`src/rtl/div_pkg.sv`:
```
// Shared types and sizing for the restoring shift-subtract divider controller.
package div_pkg;

    localparam int DIV_WIDTH = 10;

    function automatic int cnt_width(input int w);
        return $clog2(w + 1);
    endfunction

    typedef enum logic [1:0] {
        IDLE = 2'd0,
        LOAD = 2'd1,
        ITER = 2'd2,
        DONE = 2'd3
    } div_state_e;

endpackage

```
`src/rtl/div_iter_counter.sv`:
```
// Iteration counter: synchronous clear, count enable, terminal flag at WIDTH-1.
// Holds at WIDTH so a stray enable can never wrap it.
module div_iter_counter #(
    parameter int WIDTH = 10,
    parameter int CNT_W = 4
) (
    input  logic             clock,
    input  logic             rst,
    input  logic             clr,
    input  logic             en,
    output logic [CNT_W-1:0] cnt,
    output logic             last
);

    always_ff @(posedge clock or posedge rst) begin
        if (rst) begin
            cnt <= '0;
        end else if (clr) begin
            cnt <= '0;
        end else if (en && (cnt != CNT_W'(WIDTH))) begin
            cnt <= cnt + 1'b1;
        end
    end

    assign last = (cnt == CNT_W'(WIDTH - 1));

endmodule

```
`src/rtl/div_seq_ctrl.sv`:
```
// Sequencing FSM for the restoring shift-subtract divider (IDLE/LOAD/ITER/DONE).
// Optional divide-by-zero short cut is enabled with `define DIV_ZERO_CHECK_EN.
module div_seq_ctrl
    import div_pkg::*;
#(
    parameter  int WIDTH = DIV_WIDTH,
    localparam int CNT_W = cnt_width(WIDTH)
) (
    input  logic             clock,
    input  logic             rst,
    input  logic             start,
    input  logic             sub_neg,
`ifdef DIV_ZERO_CHECK_EN
    input  logic             divisor_zero,
    output logic             err,
`endif
    output logic             ld_operands,
    output logic             loading_done,
    output logic             shift,
    output logic             ld_sub,
    output logic             q_bit,
    output logic [CNT_W-1:0] iter,
    output logic             ready,
    output logic             busy,
    output logic             done,
    output logic [1:0]       state_dbg
);

    div_state_e state_q, state_d;
    logic       cnt_clr, cnt_en, cnt_last;
    logic       zero_req;

`ifdef DIV_ZERO_CHECK_EN
    logic err_q;

    assign zero_req = divisor_zero;

    // Flag is refreshed on every accepted start and then held for the host.
    always_ff @(posedge clock or posedge rst) begin
        if (rst) begin
            err_q <= 1'b0;
        end else if ((state_q == IDLE) && start) begin
            err_q <= divisor_zero;
        end
    end

    assign err = err_q;
`else
    assign zero_req = 1'b0;
`endif

    always_ff @(posedge clock or posedge rst) begin
        if (rst) begin
            state_q <= IDLE;
        end else begin
            state_q <= state_d;
        end
    end

    always_comb begin
        state_d = state_q;
        case (state_q)
            IDLE:    if (start) state_d = zero_req ? DONE : LOAD;
            LOAD:    state_d = ITER;
            ITER:    if (cnt_last) state_d = DONE;
            DONE:    state_d = IDLE;
            default: state_d = IDLE;
        endcase
    end

    // Moore decode; only the accumulator steer looks at the live subtractor sign.
    always_comb begin
        ld_operands  = 1'b0;
        loading_done = 1'b0;
        shift        = 1'b0;
        ld_sub       = 1'b0;
        q_bit        = 1'b0;
        ready        = 1'b0;
        busy         = 1'b0;
        done         = 1'b0;
        cnt_clr      = 1'b0;
        cnt_en       = 1'b0;
        case (state_q)
            IDLE: ready = 1'b1;
            LOAD: begin
                ld_operands = 1'b1;
                busy        = 1'b1;
                cnt_clr     = 1'b1;
            end
            ITER: begin
                loading_done = 1'b1;
                shift        = 1'b1;
                busy         = 1'b1;
                cnt_en       = 1'b1;
                ld_sub       = ~sub_neg;
                q_bit        = ~sub_neg;
            end
            DONE:    done = 1'b1;
            default: ready = 1'b0;
        endcase
    end

    div_iter_counter #(
        .WIDTH (WIDTH),
        .CNT_W (CNT_W)
    ) u_iter_counter (
        .clock (clock),
        .rst   (rst),
        .clr   (cnt_clr),
        .en    (cnt_en),
        .cnt   (iter),
        .last  (cnt_last)
    );

    assign state_dbg = state_q;

endmodule
```
`config.mk`:
```
export PLATFORM = sky130hd
export DESIGN_NAME = div_seq_ctrl
export DESIGN_NICKNAME = d
export VERILOG_FILES = /design/src/rtl/div_pkg.sv /design/src/rtl/div_iter_counter.sv /design/src/rtl/div_seq_ctrl.sv
export SDC_FILE = /design/constraint.sdc
export NUM_CORES = 1
export LEC_CHECK = 0
export ABC_AREA = 1
export CORE_AREA = 2 2 39 41
export CTS_CLUSTER_SIZE = 12
export DETAILED_ROUTE_END_ITERATION = 6
export DIE_AREA = 0 0 41 43
export PLACE_DENSITY_LB_ADDON = 0.3
export SLEW_MARGIN = 20
export SYNTH_ARGS = -nofsm -noshare
export SYNTH_HDL_FRONTEND = slang
export SYNTH_SLANG_ARGS = --single-unit
```
`constraint.sdc`:
```
create_clock -name clock -period 1.7 [get_ports clock]
set_clock_uncertainty 0.05 [all_clocks]
set_input_delay 0.17 -clock clock [delete_from_list [all_inputs] [get_ports clock]]
set_output_delay 0.17 -clock clock [all_outputs]
set_load 0.1 [all_outputs]
```
==> flow_metrics.py <==
metrics = {
    "worst_setup_path": {
        "reg2reg_depth": 7,
        "r2r_end": "u_iter_counter.cnt[2]",
        "critical_path_class": "flop to primary output",
        "crit_arrival_ns": 1.39,
        "cp_max_fo": 5,
        "worst_setup_path_end_kind": "primary output",
        "worst-r2r-setup-slack_ns": 0.33,
        "crit_required_ns": 1.48,
        "reg2reg_from": "state_dbg[1]",
        "start_kind": "flop",
    },
    "clock_tree": {
        "hold_buffers": 0,
        "cts_tree": "built",
        "root_buffer": "clkbuf_4",
        "clkSlewWorstSetupHoldPaths_ns": 0.05,
        "clk_latency_ns": 0.25,
        "clk_path_buf_depth": 2,
        "cts_buffers": 3,
        "cts.sinks": 6,
        "ctsResizeCount": 0,
        "cts.htree.levels": 1,
    },
    "synth": {
        "ys_warn_count": 0,
        "yosysSeqAreaShare_pct": 34.8,
        "ys_types": 12,
        "syn_nets": 67,
        "ys_top_cells_by_area": "dfrtp_1 35%, ha_1 20%, inv_1 10%, nand2_1 10%, nand3_1 5.8%",
        "yosysTopAreaCell": "dfrtp_1",
        "ys_ff_latch": 6,
        "syn-instance-count": 56,
        "syn_area_sq_um": 432,
        "avgSynthCellArea_sq_um": 7.71,
        "synth_top_area_share_pct": 34.8,
    },
    "finish": {
        "final_cell_mix": "14 x buf_12, 12 x nand2_1, 10 x inv_1, 5 x nand3_1, 5 x ha_1",
        "fillers": 117,
        "fin_nets": 90,
        "multi_input_area_sq_um": 244,
        "seq_area_sq_um": 159,
        "fin_area_sq_um": 830,
        "area_delta_synth_final_pct": 92.2,
        "drive_above_1_share_pct": 39.7,
        "antenna_cells": 0,
        "final_common_cell": "buf_12",
    },
    "outcome": {
        "status": "completed",
    },
    "route": {
        "routedWlPerCell_microns": 9.83,
        "wl_microns": 924,
        "route.detailed.drc": 0,
        "vias": 416,
        "dr.pass1.iters": 4,
        "drt_iter0_markers": 3,
        "vias_per_cell": 4.43,
        "drtAntennaViolNets": 0,
    },
    "floorplan": {
        "start_util_pct": 31.2,
        "dieArea_sq_um": 1760,
        "fp.dieW_microns": 41,
        "die_h_microns": 43,
        "rows": 14,
        "top_level_ports": 18,
        "core-area_sq_um": 1380,
    },
    "place": {
        "place_hpwl_microns": 772,
        "pre_cts_ws_ns": 0.291,
        "dpl_cell_area_sq_um": 781,
        "portBuffers": 17,
        "globalplace.congestion": 0.794,
    },
    "global_routing": {
        "antenna_found_initial": 0,
        "grtUsageTotal_pct": 13.0,
        "grt_max_degree": 8,
        "overflow": 0,
        "grt_pass1_vias": 394,
        "grt_pass1_wl_mm": 1.54,
    },
    "timing": {
        "worstMarginPinSlew_ns": 0.259,
        "min_period_ns": 1.61,
        "slew_headroom_pct": 82.7,
        "max_freq_mhz": 621,
        "worst_slack_ns": 0.0903,
        "rsz0062_at_grt": "no",
        "slew_violations": 0,
        "final-setup-viol-count": 0,
        "final_hold_viol_count": 0,
        "finalCritPeriodShare_pct": 94.7,
    },
    "job": {
        "maxCapViolCount": 0,
    },
    "min_path": {
        "min_path_type": "primary input to asynchronous set/reset pin",
    },
}
per-layer routing:
| layer | global-route usage (%) | wire length, microns | up-vias | share of wire [%] |
|---|---|---|---|---|
| li1 | - | - | 213 | - |
| met1 | 16.6 | 396 | 193 | 43 |
| met2 | 18.1 | 487 | 8 | 53 |
| met3 | 2.09 | 22 | 2 | 2.4 |
| met4 | 10.7 | 18 | 0 | 1.9 |
| met5 | 0 | 0 | - | 0 |
how the worst max path moves through the flow:
stage	cells after the start	to	start	slack, ns
floorplan	5	q_bit	state_dbg[0]	-0.49
global route	5	ld_sub	state_dbg[0]	0.04
detailed placement	5	ld_sub	state_dbg[0]	0.29
finish	5	ld_sub	state_dbg[0]	0.09
CTS	5	ld_sub	state_dbg[0]	0.02
global placement	5	q_bit	state_dbg[0]	0.31
sequential cells by signal (all words and copies together) (netlist names):
name / count
state_dbg: 2
u_iter_counter.cnt: 4
cells by family (layout without fill, tap and decap cells):
family          Yosys count  in the layout  share of synthesized area (%)
flops                     6              6                           34.8
compound gates            3              3                           3.48
fa+ha+maj                 7              7                           20.3
buf+inv                  14             36                           13.9
simple gates             26             26                           27.5
synthesized netlist by cell type:
library cell	count
inv_1	12
nand2_1	12
ha_1	7
dfrtp_1	6
nand3_1	5
nand4_1	3
nor2_1	3
buf_4	2
nand2_2	2
o21ai_0	2
a21oi_1	1
or2_2	1
per-stage QoR:
step	setup TNS (ns)	util [%]	hold WS, ns	std cells
5_1_grt	0	59.9	0.122	94
6_report	0	59.9	0.0728	94
3_5_place_dp	0	56.4	0.341	87
4_1_cts	0	58.3	0.0708	91
2_1_floorplan	-2.24	-	-0.0891	56
3_3_place_gp	0	56.4	0.341	87
layout make-up:
class | count | area share, %
timing repair buffer | 20 | 40.1
sequential | 6 | 19.2
clock buffer | 4 | 3.17
tap | 16 | 2.41
inverter | 12 | 5.73
multi-input combinational | 36 | 29.4
worst max-delay path, stage by stage, from the launching register on:
cell,delay (ns)
dfrtp_4,0.51
inv_4,0.09
ha_4,0.15
inv_2,0.04
nor2_4,0.15
buf_12,0.19
repair_timing:
item,in CTS,in global routing
endpoints found under the setup margin,0,2
setup buffers,0,3
endpoints found under the hold margin,0,0
Power is left out: the tool's default activity adds up to more than one toggle a clock period on the data nets, which glitch-free logic cannot reach.
